--- config.mk ---
export PLATFORM = sky130hd
export DESIGN_NAME = iic_master_wr
export DESIGN_NICKNAME = d
export VERILOG_FILES = /design/src/rtl/iic_master_wr.sv
export SDC_FILE = /design/constraint.sdc
export NUM_CORES = 1
export LEC_CHECK = 0
export BUFFER_PORTS_ARGS = -buffer_cell sky130_fd_sc_hd__buf_4
export CAP_MARGIN = 40
export CORE_MARGIN = 3
export CORE_UTILIZATION = 30
export DETAILED_ROUTE_END_ITERATION = 7
export PLACE_DENSITY_LB_ADDON = 0.08
export SYNTH_ARGS = -nofsm -noshare
export SYNTH_HDL_FRONTEND = slang
export SYNTH_SLANG_ARGS = --single-unit
--- constraint.sdc ---
create_clock -name clk -period 3.81 [get_ports clk]
set_input_delay 0.381 -clock clk [delete_from_list [all_inputs] [get_ports clk]]
set_output_delay 0.381 -clock clk [all_outputs]
set_load 0.005 [all_outputs]
--- src/rtl/iic_master_wr.sv ---
// iic_master_wr: single-shot IIC write master (START, {dev_addr,W}, reg_addr, wr_data, STOP).
// Optional macro IIC_RETRY_EN: after a NACK the whole write is re-issued, up to RETRY_MAX times.
module iic_master_wr #(
   parameter int CLK_FREQ  = 50_000_000,
   parameter int SCL_FREQ  = 100_000,
   parameter int RETRY_MAX = 3
) (
   input  logic       clk,
   input  logic       rst,
   input  logic       start,
   input  logic [6:0] dev_addr,
   input  logic [7:0] reg_addr,
   input  logic [7:0] wr_data,
   input  logic       SDA_in,
   output logic       SCL,
   output logic       SDA_out,
   output logic       SDA_oe,
   output logic       busy,
   output logic       done,
   output logic       ack_err
);
   localparam int PH_CNT = CLK_FREQ / (4 * SCL_FREQ);
   localparam int PW     = (PH_CNT > 1) ? $clog2(PH_CNT) : 1;
   localparam int RW     = $clog2(RETRY_MAX + 2);
`ifdef IIC_RETRY_EN
   localparam int RETRY_LIM = RETRY_MAX;
`else
   localparam int RETRY_LIM = 0;
`endif

   typedef enum logic [3:0] {
      S_IDLE, S_START, S_ADDR, S_ACK1, S_REG, S_ACK2, S_DATA, S_ACK3, S_STOP
   } state_t;

   state_t        state_q, state_d;
   logic [PW-1:0] ph_q, ph_d;
   logic [1:0]    qtr_q, qtr_d;
   logic [2:0]    bit_q, bit_d;
   logic [RW-1:0] retry_q, retry_d;
   logic          nack_q, nack_d;
   logic          scl_q, scl_d, oe_q, oe_d;
   logic          busy_q, busy_d, done_q, done_d, err_q, err_d;
   logic [7:0]    adr_q, adr_d, reg_q, reg_d, dat_q, dat_d;
   logic [7:0]    tx_byte;
   logic          ph_end, bit_end;

   assign ph_end  = (ph_q == PW'(PH_CNT - 1));
   assign bit_end = ph_end && (qtr_q == 2'd3);

   always_ff @(posedge clk or posedge rst) begin
      if (rst) begin
         state_q <= S_IDLE;
         ph_q    <= '0;
         qtr_q   <= '0;
         bit_q   <= '0;
         retry_q <= '0;
         nack_q  <= 1'b0;
         scl_q   <= 1'b1;
         oe_q    <= 1'b0;
         busy_q  <= 1'b0;
         done_q  <= 1'b0;
         err_q   <= 1'b0;
      end else begin
         state_q <= state_d;
         ph_q    <= ph_d;
         qtr_q   <= qtr_d;
         bit_q   <= bit_d;
         retry_q <= retry_d;
         nack_q  <= nack_d;
         scl_q   <= scl_d;
         oe_q    <= oe_d;
         busy_q  <= busy_d;
         done_q  <= done_d;
         err_q   <= err_d;
      end
   end

   always_ff @(posedge clk) begin
      adr_q <= adr_d;
      reg_q <= reg_d;
      dat_q <= dat_d;
   end

   always_comb begin
      state_d = state_q;
      ph_d    = ph_q;
      qtr_d   = qtr_q;
      bit_d   = bit_q;
      retry_d = retry_q;
      nack_d  = nack_q;
      busy_d  = busy_q;
      done_d  = 1'b0;
      err_d   = err_q;
      adr_d   = adr_q;
      reg_d   = reg_q;
      dat_d   = dat_q;
      if (state_q != S_IDLE) begin
         ph_d = ph_end ? '0 : ph_q + 1'b1;
         if (ph_end) qtr_d = qtr_q + 2'd1;
      end
      unique case (state_q)
         // done_q blocks a request landing in the completion cycle
         S_IDLE: if (start && !done_q) begin
            adr_d   = {dev_addr, 1'b0};
            reg_d   = reg_addr;
            dat_d   = wr_data;
            err_d   = 1'b0;
            retry_d = '0;
            busy_d  = 1'b1;
            ph_d    = '0;
            qtr_d   = '0;
            state_d = S_START;
         end
         S_START: if (bit_end) begin
            bit_d   = 3'd7;
            state_d = S_ADDR;
         end
         S_ADDR, S_REG, S_DATA: if (bit_end) begin
            bit_d = bit_q - 3'd1;
            if (bit_q == 3'd0) begin
               case (state_q)
                  S_ADDR:  state_d = S_ACK1;
                  S_REG:   state_d = S_ACK2;
                  default: state_d = S_ACK3;
               endcase
            end
         end
         S_ACK1, S_ACK2, S_ACK3: begin
            if ((qtr_q == 2'd2) && ph_end) nack_d = SDA_in;
            if (bit_end) begin
               if (nack_q) begin
                  err_d   = 1'b1;
                  state_d = S_STOP;
               end else begin
                  case (state_q)
                     S_ACK1:  state_d = S_REG;
                     S_ACK2:  state_d = S_DATA;
                     default: state_d = S_STOP;
                  endcase
               end
            end
         end
         S_STOP: if (bit_end) begin
            if (err_q && (retry_q != RW'(RETRY_LIM))) begin
               retry_d = retry_q + 1'b1;
               err_d   = 1'b0;
               state_d = S_START;
            end else begin
               busy_d  = 1'b0;
               done_d  = 1'b1;
               state_d = S_IDLE;
            end
         end
         default: state_d = S_IDLE;
      endcase
   end

   always_comb begin
      case (state_d)
         S_ADDR:  tx_byte = adr_q;
         S_REG:   tx_byte = reg_q;
         default: tx_byte = dat_q;
      endcase
   end

   // Bus pins are decoded from the next state so they come straight off flops.
   always_comb begin
      scl_d = 1'b1;
      oe_d  = 1'b0;
      case (state_d)
         S_START: begin
            scl_d = (qtr_d != 2'd3);
            oe_d  = (qtr_d != 2'd0);
         end
         S_ADDR, S_REG, S_DATA: begin
            scl_d = (qtr_d == 2'd1) || (qtr_d == 2'd2);
            oe_d  = ~tx_byte[bit_d];
         end
         S_ACK1, S_ACK2, S_ACK3: scl_d = (qtr_d == 2'd1) || (qtr_d == 2'd2);
         S_STOP: begin
            scl_d = (qtr_d != 2'd0);
            oe_d  = (qtr_d <= 2'd1);
         end
         default: ;
      endcase
   end

   assign SCL     = scl_q;
   assign SDA_oe  = oe_q;
   assign SDA_out = ~oe_q;
   assign busy    = busy_q;
   assign done    = done_q;
   assign ack_err = err_q;
endmodule
==> run metrics <==
Setup Fix Bufs, Post-CTS 0; Tcrit/Tclk final between 80% and 90%; Power Internal between 0.0006 and 0.0007 W; WL final ~5800 microns; CP Capture Type register; Final #Nets ~310; Pwr per Cell Area 293 mW/mm^2; die height about 98 microns; CTS Buf Count 5; first-pass GRT wire length between 9000 and 10000 microns; post-CTS sizing 0; First DRT Iteration DRCs roughly 130; share of layout cells above drive strength 1 20.3%; final slew viol count 0; Leak Pwr roughly 1.3 nW; final hold violations 0; Final min period between 3 and 4 ns; Yosys top cell area share between 20% and 30%; largest net degree at the start of global routing 24; Layout area overhead 18.5%; dpl hpwl between 4000 and 5000 microns; RSZ-0062 raised after global routing false; Fmax achieved approximately 0.30 GHz; Die W around 98 microns; Logic pwr share 3.3%; Initial Util a little under a third; max cap viols 0; Worst slew margin between 50% and 60%; num rows 32; number of remaining DRC errors 0; EDFF count, synth 23; post-route ant nets 0; flops & latches, synth 48; clock slew at reported path FFs ~0.09 ns; critical path's slowest cell dfrtp_1; routed length per instance about 15 microns; die footprint 0.00960 sq mm; main flop type after synthesis dfrtp_1; H-Tree Level Count 2; Synth Warn # 0; Non-Filler Instances 378; antenna cells 0; critical path's top delay family compound AO/OA/AOI/OAI gates; Core Region roughly 0.0080 sq mm; Area contributors post-synth edfxtp_1, dfrtp_1, ha_1; # IOs 33; hold buffers post-CTS 0; Placement Cell Area 0.00292 sq mm; Root Buffer clkbuf_8; worst slew pin tran 0.714 ns; post-synth top area cell edfxtp_1; Post-Syn Area about 0.0025 sq mm; Hold WC Path Type in -> async; drt pass-1 iters 4; antenna violations before repair 0; TritonCTS clock tree done; Layout Utilization between 30% and 40%; status complete, no violations; switching power 0.000189 W; vias in the first global route ~2000; skew final 0.00365 ns; delay of the slowest cell on the worst path around 0.42 ns; startpoint types register; hold slack 0.118 ns; setup TNS 0 ns; Worst Path Required slightly above 4 ns; deepest clock path buffer count 2; CP Cell Sequence inv_1, ha_1, and4_1, nand2_1, ha_1, o22ai_1, o21ai_2, o221ai_4, mux2_4, a22o_1, a2111oi_2, a221o_1; Max IR drop VDD approximately 110 uV; Worst Path Buf+Inv 1; Async SR Flop Fraction 52.1%; GRT Resource Usage Total 12.9%; port buffer count 32; # placed instances 370; Via density roughly 5; Worst Path Arrival roughly 3.6 ns; sequential share of power 61.7%; design area 0.00301 sq mm; Clk pwr share between 30% and 40%; synthesized area per cell 10.7 sq um; grt ovf 0; Final GP Congestion 0.766; CP max FO 7; clk sinks 48; worst skew pair latency slightly above 0.3 ns; post-synthesis net count roughly 280; Setup Crit Path Kind reg -> reg; total vias in the final route roughly 1900; most frequent CP cell ha_1; post-synthesis instance total 238; Setup Viol. Count Final 0; post-synth cell types between 50 and 60; post-synthesis sequential area ratio 51.9%; switching share of power about 22%
-- sequential cells by signal (all words and copies together) (netlist names) --
name and count:
nack_q 1, dat_q 8, retry_q 3, SDA_oe 1, qtr_q 2, done 1
reg_q 8, SCL 1, busy 1, ack_err 1, adr_q 7, state_q 4
bit_q 3, ph_q 7
-- cell usage after synthesis, types with 2 or more instances --
cell type / number
inv_1: 25
dfrtp_1: 24
edfxtp_1: 23
nor2_1: 21
nand2_1: 17
o21ai_0: 14
ha_1: 12
a21oi_1: 9
nand3_1: 8
nand4_1: 7
a221oi_1: 5
nor3_1: 5
xor2_1: 4
buf_2: 3
mux2i_1: 3
nor4_1: 3
o21ai_1: 3
a211o_1: 2
a211oi_1: 2
a21o_1: 2
a221o_1: 2
a22o_1: 2
a31oi_1: 2
and3_1: 2
clkbuf_1: 2
inv_2: 2
mux2_2: 2
nand3b_1: 2
nand4b_1: 2
nor3b_1: 2
or3_1: 2
-- layout make-up --
class / instances / area, sq um
repair buffers: 36 / 290
clock inverters: 3 / 17.5
clock buffers: 5 / 68.8
fillers: 786 / 4960
multi-input cells: 157 / 1090
flip-flops and latches: 48 / 1320
well taps: 102 / 128
inverters: 27 / 101
-- path summary, 6_finish.rpt --
kind	depth (start not counted)	slack [ns]	start	to
max in group asynchronous	3	3.23	rst	bit_q[1]
worst min register to register	1	0.49	retry_q[2]	retry_q[2]
min in group clk	1	0.24	wr_data[4]	dat_q[4]
worst max register to register	12	0.51	ph_q[0]	SDA_oe
worst min-delay path	2	0.12	rst	ph_q[0]
worst max-delay path	12	0.51	ph_q[0]	SDA_oe
-- layer usage --
layer  up-vias  track usage, %  wire (microns)
met4         0            3.83              73
met3         8            2.93             279
met2        44            21.0            2690
li1        947               -               -
met5         -               0               0
met1       895            17.0            2710
-- cells in the final DEF (no fill, tap or decap), drive strengths merged, types with 7 or more instances in the layout --
| cell | instances |
|---|---|
| nand2 | 17 |
| nand3 | 9 |
| nand4 | 7 |
| ha | 12 |
| edfxtp | 23 |
| buf | 36 |
| inv | 28 |
| nor2 | 21 |
| dfrtp | 24 |
| a21oi | 9 |
| o21ai | 18 |
-- stage by stage --
step           setup WS, ns  power [W]
6_report              0.514   0.000881
4_1_cts               0.513   0.000898
3_5_place_dp          0.547   0.000584
2_1_floorplan         0.867   0.000559
3_3_place_gp          0.628   0.000581
5_1_grt               0.265   0.000922
-- cells by family (layout without fill, tap and decap cells) --
group / Yosys count / after routing / synth area share (%)
buffers and inverters: 33 / 71 / 5.32
AOI/OAI and AO/OA: 55 / 55 / 16.3
and+or+nand+nor: 79 / 79 / 16.2
adders and majority gates: 12 / 12 / 5.91
DFF: 48 / 48 / 51.9
xor gates and xnor gates: 5 / 5 / 1.72
muxes: 6 / 6 / 2.66
-- worst register-to-register path: cells and delay by family (launching register included) --
family	cells	cell delay, ns
muxes	1	0.34
adders and majority gates	2	0.54
and+or+nand+nor	2	0.48
buffers and inverters	1	0.10
AOI/OAI and AO/OA	6	1.36
DFF	1	0.42
-- power by group through the flow --
stage / logic (W) / registers [W] / clock network (W)
3_5_place_dp: 0.0000302 / 0.000554 / 0
6_report: 0.0000292 / 0.000543 / 0.000308
2_1_floorplan: 0.00000459 / 0.000554 / 0
5_1_grt: 0.0000330 / 0.000543 / 0.000346
4_1_cts: 0.0000302 / 0.000543 / 0.000325
3_3_place_gp: 0.0000267 / 0.000554 / 0
(Power assumes the default switching activity.)
